`src/rtl/pc_pkg.sv`:
```
// pc_pkg: shared constants and types for the program-counter sequencer.
//   - Execute-stage opcode constants the sequencer acts on.
//   - funct3 encodings of the conditional branch set.
//   - Sequencer state encoding (enum for debug views, localparams for the FSM).
package pc_pkg;

  // Opcodes decoded by the sequencer
  localparam logic [6:0] OP_BRANCH = 7'h63;
  localparam logic [6:0] OP_JAL    = 7'h6F;
  localparam logic [6:0] OP_JALR   = 7'h67;
  localparam logic [6:0] OP_HALT   = 7'h7F;

  // Branch funct3 codes (010 and 011 are unused and never taken)
  localparam logic [2:0] F3_BEQ  = 3'b000;
  localparam logic [2:0] F3_BNE  = 3'b001;
  localparam logic [2:0] F3_BLT  = 3'b100;
  localparam logic [2:0] F3_BGE  = 3'b101;
  localparam logic [2:0] F3_BLTU = 3'b110;
  localparam logic [2:0] F3_BGEU = 3'b111;

  // Sequencer states
  typedef enum logic [1:0] {
    RUN    = 2'd0,
    FLUSH  = 2'd1,
    HALTED = 2'd2
  } pc_state_e;

  localparam logic [1:0] ST_RUN    = 2'd0;
  localparam logic [1:0] ST_FLUSH  = 2'd1;
  localparam logic [1:0] ST_HALTED = 2'd2;

endpackage

```
`src/rtl/pc_sequencer_branch_resolve.sv`:
```
// branch_resolve: combinational branch-condition evaluator.
// Ports:
//   opcode  in  7  execute-stage opcode; only OP_BRANCH can produce taken
//   funct3  in  3  branch condition selector
//   cmp_eq  in  1  operands equal
//   cmp_lt  in  1  signed less-than
//   cmp_ltu in  1  unsigned less-than
//   taken   out 1  conditional branch is taken
module branch_resolve
  import pc_pkg::*;
(
  input  logic [6:0] opcode,
  input  logic [2:0] funct3,
  input  logic       cmp_eq,
  input  logic       cmp_lt,
  input  logic       cmp_ltu,
  output logic       taken
);

  // Evaluate the condition selected by funct3; flags are ignored off-branch
  always_comb begin
    taken = 1'b0;
    if (opcode == OP_BRANCH) begin
      case (funct3)
        F3_BEQ:  taken = cmp_eq;
        F3_BNE:  taken = ~cmp_eq;
        F3_BLT:  taken = cmp_lt;
        F3_BGE:  taken = ~cmp_lt;
        F3_BLTU: taken = cmp_ltu;
        F3_BGEU: taken = ~cmp_ltu;
        default: taken = 1'b0;
      endcase
    end else begin
      taken = 1'b0;
    end
  end

endmodule

```
`src/rtl/pc_sequencer.sv`:
```
// pc_sequencer: next-PC generator at the head of the fetch stage.
// Resolves branches/JAL/JALR from execute-stage inputs, handles traps,
// stall, halt/resume and inserts flush bubbles after taken redirects.
// Optional feature macro: PC_MISALIGN_TRAP_EN -- a taken redirect to a
// target with bits[1:0] != 0 is turned into a trap and pulses misaligned.
// Ports:
//   clk         in  1      clock, rising edge
//   rst         in  1      synchronous active-high reset
//   stall       in  1      hold PC, ignore decode
//   opcode      in  7      execute-stage opcode
//   funct3      in  3      execute-stage funct3
//   cmp_eq/lt/ltu in 1     comparator flags
//   target      in  WIDTH  jump/branch target
//   trap_req    in  1      redirect to TRAP_VECTOR
//   resume      in  1      leave HALTED
//   pc          out WIDTH  current instruction address (registered)
//   pc_seq      out WIDTH  pc + 4 (combinational)
//   redirect    out 1      taken control transfer this cycle (combinational)
//   fetch_valid out 1      high in RUN
//   halted      out 1      high in HALTED
//   misaligned  out 1      one-cycle pulse on a misaligned redirect
module pc_sequencer
  import pc_pkg::*;
#(
  parameter int               WIDTH        = 32,
  parameter logic [WIDTH-1:0] RESET_VECTOR = '0,
  parameter logic [WIDTH-1:0] TRAP_VECTOR  = WIDTH'(32'h0000_0100),
  parameter int               FLUSH_CYCLES = 2
) (
  input  logic             clk,
  input  logic             rst,
  input  logic             stall,
  input  logic [6:0]       opcode,
  input  logic [2:0]       funct3,
  input  logic             cmp_eq,
  input  logic             cmp_lt,
  input  logic             cmp_ltu,
  input  logic [WIDTH-1:0] target,
  input  logic             trap_req,
  input  logic             resume,
  output logic [WIDTH-1:0] pc,
  output logic [WIDTH-1:0] pc_seq,
  output logic             redirect,
  output logic             fetch_valid,
  output logic             halted,
  output logic             misaligned
);

  localparam logic [3:0] FLUSH_INIT = 4'(FLUSH_CYCLES);
  localparam logic       FLUSH_EN   = (FLUSH_CYCLES != 0);

  logic [1:0]       state;
  logic [1:0]       state_next;
  logic [3:0]       flush_cnt;
  logic [3:0]       flush_cnt_next;
  logic [WIDTH-1:0] pc_next;
  logic             mis_next;
  logic             br_taken;
  logic             taken;
  logic [WIDTH-1:0] jump_target;
  logic             run_taken;
  logic             misalign_hit;

  branch_resolve u_branch_resolve (
    .opcode  (opcode),
    .funct3  (funct3),
    .cmp_eq  (cmp_eq),
    .cmp_lt  (cmp_lt),
    .cmp_ltu (cmp_ltu),
    .taken   (br_taken)
  );

  assign pc_seq      = pc + WIDTH'(32'd4);
  assign fetch_valid = (state == ST_RUN);
  assign halted      = (state == ST_HALTED);

  // Classify the execute-stage instruction and form its final target
  always_comb begin
    taken       = 1'b0;
    jump_target = target;
    case (opcode)
      OP_JAL: begin
        taken       = 1'b1;
        jump_target = target;
      end
      OP_JALR: begin
        taken       = 1'b1;
        jump_target = {target[WIDTH-1:1], 1'b0};
      end
      OP_BRANCH: begin
        taken       = br_taken;
        jump_target = target;
      end
      default: begin
        taken       = 1'b0;
        jump_target = target;
      end
    endcase
  end

  // A decode-driven transfer only counts when running and not stalled
  assign run_taken = ~rst & (state == ST_RUN) & ~stall & taken;
  assign redirect  = ~rst & (trap_req | run_taken);

`ifdef PC_MISALIGN_TRAP_EN
  assign misalign_hit = run_taken & (jump_target[1:0] != 2'b00);
`else
  assign misalign_hit = 1'b0;
`endif

  // Next-state logic: trap first, then the per-state action, stall, decode
  always_comb begin
    pc_next        = pc;
    state_next     = state;
    flush_cnt_next = flush_cnt;
    mis_next       = 1'b0;
    if (trap_req) begin
      pc_next = TRAP_VECTOR;
      if (FLUSH_EN) begin
        state_next     = ST_FLUSH;
        flush_cnt_next = FLUSH_INIT;
      end else begin
        state_next     = ST_RUN;
        flush_cnt_next = 4'd0;
      end
    end else begin
      case (state)
        ST_HALTED: begin
          if (resume) begin
            pc_next    = pc_seq;
            state_next = ST_RUN;
          end else begin
            state_next = ST_HALTED;
          end
        end
        ST_FLUSH: begin
          // Count runs regardless of stall; a zero count is treated as expired
          if (flush_cnt <= 4'd1) begin
            flush_cnt_next = 4'd0;
            state_next     = ST_RUN;
          end else begin
            flush_cnt_next = flush_cnt - 4'd1;
            state_next     = ST_FLUSH;
          end
        end
        ST_RUN: begin
          if (stall) begin
            pc_next = pc;
          end else if (opcode == OP_HALT) begin
            state_next = ST_HALTED;
          end else if (taken) begin
            if (misalign_hit) begin
              pc_next  = TRAP_VECTOR;
              mis_next = 1'b1;
            end else begin
              pc_next = jump_target;
            end
            if (FLUSH_EN) begin
              state_next     = ST_FLUSH;
              flush_cnt_next = FLUSH_INIT;
            end else begin
              state_next     = ST_RUN;
              flush_cnt_next = 4'd0;
            end
          end else begin
            pc_next = pc_seq;
          end
        end
        default: begin
          state_next     = ST_RUN;
          flush_cnt_next = 4'd0;
        end
      endcase
    end
  end

  // State registers with synchronous reset
  always_ff @(posedge clk) begin
    if (rst) begin
      pc        <= RESET_VECTOR;
      state     <= ST_RUN;
      flush_cnt <= 4'd0;
      misaligned <= 1'b0;
    end else begin
      pc        <= pc_next;
      state     <= state_next;
      flush_cnt <= flush_cnt_next;
      misaligned <= mis_next;
    end
  end

endmodule

```
`config.mk`:
```
export PLATFORM = sky130hd
export DESIGN_NAME = pc_sequencer
export DESIGN_NICKNAME = d
export VERILOG_FILES = /design/src/rtl/pc_pkg.sv /design/src/rtl/pc_sequencer_branch_resolve.sv /design/src/rtl/pc_sequencer.sv
export SDC_FILE = /design/constraint.sdc
export NUM_CORES = 1
export LEC_CHECK = 0
export BUFFER_PORTS_ARGS = -buffer_cell sky130_fd_sc_hd__buf_4
export CAP_MARGIN = 15
export CORE_ASPECT_RATIO = 0.8
export CORE_UTILIZATION = 48
export CTS_CLUSTER_DIAMETER = 200
export DETAILED_ROUTE_END_ITERATION = 10
export PLACE_DENSITY = 0.89
export RECOVER_POWER = 50
export SLEW_MARGIN = 10
export SYNTH_ARGS = -nofsm -noshare
export SYNTH_HDL_FRONTEND = slang
export SYNTH_SLANG_ARGS = --single-unit
```
`constraint.sdc`:
```
create_clock -name clk -period 3.1 [get_ports clk]
set_clock_uncertainty 0.15 [all_clocks]
set_input_delay 0.31 -clock clk [delete_from_list [all_inputs] [get_ports clk]]
set_output_delay 0.31 -clock clk [all_outputs]
set_load 0.05 [all_outputs]
```
# Yosys cells after proc, flatten, opt, wreduce, memory -nomap -nowiden
# Index checks and enable logic that the tools add are counted.
# classes
add_sub_neg	2
n_mul	0
n_div	0
n_lt_le_gt_ge	1
eq_ne	22
shift	0
muxes	22
bitwise_logic	11
n_reduce_logical	12
# op_table
op	n
two-way mux 32 bit	4
one-hot mux 32 bit (2 select lines)	1
adder 32 x 3 -> 32 bit, second input constant	1
equality test 7 bit, second input constant	4
two-way mux 4 bit	4
AND reduction 4 bit	4
equality test 3 bit, second input constant	4
one-hot mux 4 bit (3 select lines)	1
two-way mux 2 bit	5
two-way mux 9 bit	1
!= test 3 bit, second input constant	3
!= test 2 bit, second input constant	4
NOT 1 bit	6
one-hot mux 1 bit (6 select lines)	1
one-hot mux 2 bit (3 select lines)	1
bitwise AND 1 bit	4
less-or-equal comparator 4 x 1 -> 1 bit, second input constant	1
!= test 4 x 2 -> 1 bit, second input constant	1
AND reduction 2 bit	2
OR reduction 2 bit	2
subtractor 4 x 1 -> 4 bit, second input constant	1
equality test 3 x 1 -> 1 bit, second input constant	1
zero test 3 bit	1
two-way mux 1 bit	3
10 further kinds	10
# word_totals
regBits	38
latchBits	0
ram_bits	0
romBits	0
in_bits	50
memories	0

# Logic depth before layout (Yosys ltp)
# logic_depth
word_depth	8
mapped_depth	8

# Cells and area by module
# Synthesis repeated with hierarchy kept, for this count alone.
# hier_totals
cells_unflattened	338
area_unflattened_um2	2698.8
# modules_own_cells
module	instances	cells_each	area_each_um2	seq_area_each_um2
pc_sequencer	1	329	2628.8	760.7
branch_resolve	1	9	70.1	0.0

# Least setup slack after synthesis
# Ideal clock, no wire load.
# synth_path
kind	register to output
from	reg pc[2]
to	out pc_seq[26]
t_arrival_ns	2.911
path_slack_ns	-0.271
path_stages_with_launch	8
path_buffers	2
path_cell_list	dfxtp_1 -> ha_1 -> nand2_1 -> or4_4 -> buf_6 -> buf_6 -> nor3_1 -> xor2_1
# synth_between
elab_chain_len	1
# synth_lines
element	line	rtl
start, declared	pc_sequencer.sv:41	output logic [WIDTH-1:0] pc,
start signal, assigned	pc_sequencer.sv:185	pc <= pc_next;
adder 32 x 3 -> 32 bit	pc_sequencer.sv:73	assign pc_seq = pc + WIDTH'(32'd4);
end, declared	pc_sequencer.sv:42	output logic [WIDTH-1:0] pc_seq,
# Every way passes these cells.

# Final worst setup path
# layout_path
from	reg pc[3]
to	out pc_seq[20]
# Same word-level chain as after synthesis.

==> flow_summary.json <==
{
  "synthAdderAreaFrac_pct": 1.44,
  "rsz0062_at_grt": "no",
  "crit_type": "reg2out",
  "p_per_area_mw_per_mm2": 291,
  "cts_made_buffers": 5,
  "area_growth_pct": 32.6,
  "leakagePower_uw": 0.00135,
  "final-setup-viol-count": 0,
  "first_iter_violations": 234,
  "clock_sinks": 38,
  "numPortBuffers": 116,
  "ff2ff_path_depth": 5,
  "pin_count": 118,
  "status": "complete, but fails checks",
  "tns_ns": 0,
  "critPathMaxFanout": 15,
  "synth_compound_area_share_pct": 23.5,
  "place_ws_ns": 0.403,
  "antenna_found_initial": 0,
  "tightest_slew_ns": 0.718,
  "fin_crit_sh_pct": 97.8,
  "dp_cells": 499,
  "die_w_um": 84.4,
  "diodes": 0,
  "slew_violations": 0,
  "cap_violations": 0,
  "stdcell_count": 506,
  "route.vias.total": 3032,
  "core-area_mm2": 0.00512,
  "ys_ff_latch": 38,
  "hp-class": "in2reg",
  "ys_async_sr_fraction_pct": 0,
  "cts.clk_slew.worst_paths_ns": 0.07,
  "reg2reg_from": "state[1]$_SDFFE_PP0P_",
  "drc": 8,
  "hold_path_end": "pc[9]$_SDFFE_PP0P_",
  "layout.nets": 497,
  "place_congestion": 0.867,
  "r2r_end": "pc[13]$_SDFFE_PP0P_",
  "min_path_cells": 3,
  "crit_arrival_ns": 2.57,
  "rows": 23,
  "ys.flop_type": "dfxtp_1",
  "cts-root-buf": "clkbuf_8",
  "violations": "DRC",
  "hpwl_um": 6240,
  "synth-simple-area-share_pct": 29.8,
  "drtPass1Iterations": 8,
  "syn_area_mm2": 0.00261,
  "wirelength_um": 8300,
  "grt_usage_pct": 28.7,
  "syn_area_per_cell_um2": 7.87,
  "grt-ovfl-total": 0,
  "slew_headroom_pct": 52.1,
  "dieArea_mm2": 0.00573,
  "vias_per_cell": 5.99,
  "grt_pass1_wl_um": 13000,
  "hold_violations": 0,
  "clock.fmax_mhz": 330,
  "clock_latency_ns": 0.29,
  "min_period_ns": 3.03,
  "cts_tree": "yes",
  "synth_top_family_by_area": "simple AND/OR/NAND/NOR gates",
  "synth_cell_type_count": 60,
  "synthMuxAreaShare_pct": 1.20,
  "clk_path_buf_depth": 2,
  "synth_xor_area_share_pct": 7.73,
  "worst_hold_slack_ns": 0.0733,
  "ant_nets": 0,
  "fp.dieH_um": 67.9,
  "grt_pass1_vias": 2704,
  "cts_resized": 0,
  "final_layout_size_suffix_gt1_share_pct": 26.4,
  "min_from": "target[9]",
  "synth_edf_count": 0,
  "wl_per_cell_um": 16.4,
  "cts_setup_buffers": 0,
  "ys_seq_area_share_pct": 29.2,
  "cts_htree_levels": 2,
  "synth_warnings": 0,
  "r2r_slack_ns": 0.42,
  "endpoint_kind": "output pin",
  "start_kind": "flop",
  "ir_drop_uv": 218,
  "synthCells": 331,
  "grt_max_degree": 22,
  "layout_setup_ws_ns": 0.0676,
  "utilization_pct": 67.5,
  "cp.required_ns": 2.64,
  "initial_core_util_pct": 50.9,
  "ctsHoldBuffers": 0,
  "synth_fp_nets": 384
}
-- cell families (layout without fill, tap and decap cells) --
| logic type | Yosys count | after routing |
|---|---|---|
| AO/OA/AOI/OAI | 79 | 79 |
| adder cells (fa/ha/maj) | 3 | 3 |
| AND/OR/NAND/NOR | 143 | 143 |
| multiplexers | 3 | 3 |
| XOR/XNOR | 23 | 23 |
| flip-flops | 38 | 38 |
| other | 1 | 1 |
| buffers and inverters | 41 | 154 |
-- layout make-up --
| type | instances | area, um2 |
|---|---|---|
| Clock buffer | 7 | 76.3 |
| Fill cell | 465 | 1670 |
| Inverter | 22 | 82.6 |
| Multi-Input combinational cell | 252 | 1680 |
| Sequential cell | 38 | 761 |
| Tap cell | 62 | 77.6 |
| Timing Repair Buffer | 125 | 777 |
-- where the power goes --
group	total [uW]	leakage, uW	switching, uW	internal (uW)
Clock	322	0.0000383	167	155
Sequential	503	0.000307	9.04	494
Combinational	181	0.00100	106	74.8
Total	1010	0.00135	282	724
-- registers in the layout, summed over array words and instances, names as in the netlist, named ones only --
signal,count
flush_cnt,4
pc,30
state,2
-- cell usage after synthesis, types with 4 or more instances --
cell	number	share of area, %
nand2_1	43	6.2
dfxtp_1	38	29
inv_1	22	3.2
nand3_1	19	3.6
xnor2_1	19	6.4
nor3_1	16	3.1
a21oi_1	15	2.9
clkbuf_1	11	1.6
a32oi_1	10	3.4
nor2_1	10	1.4
o211ai_1	10	2.9
nand4_1	7	1.7
o2111ai_1	6	2.0
or2_2	6	1.4
a22oi_1	5	1.4
nor4_1	5	1.2
o21ai_0	5	0.96
a211oi_1	4	1.2
o21ai_1	4	0.77
o311ai_1	4	1.3
or2_1	4	0.96
xor2_1	4	1.3
-- worst max-delay path, stage by stage (launching register included) --
cell and delay, ns:
dfxtp_1 0.42, ha_1 0.30, nand2_1 0.11, or4_4 0.63, o31a_2 0.39, or2_1 0.23, buf_4 0.19
-- routing by layer --
| metal | vias up | part of all wire, % | global-route usage (%) |
|---|---|---|---|
| met2 | 161 | 47 | 48.5 |
| met1 | 1417 | 42 | 38.1 |
| met3 | 16 | 9.2 | 4.83 |
| li1 | 1438 | - | - |
| met4 | 0 | 1.5 | 9.11 |
| met5 | - | 0 | 0 |
-- how the worst max path moves through the flow --
stage                       endpoint          startpoint  depth (start not counted)  slack, ns
final                     pc_seq[20]  pc[3]$_SDFFE_PP0P_                          6       0.07
after CTS                 pc_seq[20]  pc[3]$_SDFFE_PP0P_                          6       0.08
after global placement    pc_seq[22]  pc[3]$_SDFFE_PP0P_                          6       0.46
after floorplan           pc_seq[26]  pc[2]$_SDFFE_PP0P_                          7      -0.08
after detailed placement  pc_seq[20]  pc[3]$_SDFFE_PP0P_                          6       0.40
after global routing      pc_seq[22]  pc[3]$_SDFFE_PP0P_                          6       0.02
-- through the flow --
step | cell area [um2] | power, uW
final | 3460 | 1010
after global routing | 3460 | 1050
after CTS | 3620 | 1010
after detailed placement | 3540 | 699
after global placement | 3540 | 695
after floorplan | 2620 | 613
-- layout by cell type, fill, tap and decap left out, types with 4 or more instances in the layout --
| cell | synthesis | layout |
|---|---|---|
| nor3_1 | 16 | 16 |
| nor4_1 | 5 | 5 |
| a21oi_1 | 15 | 15 |
| o21ai_0 | 5 | 5 |
| nand2_1 | 43 | 43 |
| nor2_1 | 10 | 11 |
| dfxtp_1 | 38 | 38 |
| xnor2_1 | 19 | 18 |
| a32oi_1 | 10 | 10 |
| inv_1 | 22 | 22 |
| or2_2 | 6 | 6 |
| o311ai_1 | 4 | 4 |
| a22oi_1 | 5 | 5 |
| buf_4 | 3 | 82 |
| or2_1 | 4 | 4 |
| clkbuf_1 | 11 | 45 |
| o211ai_1 | 10 | 10 |
| nand3_1 | 19 | 19 |
| clkbuf_8 | 0 | 5 |
| o2111ai_1 | 6 | 6 |
| nand4_1 | 7 | 7 |
| o21ai_1 | 4 | 4 |
Note: power is estimated with default switching activity, not from simulation.
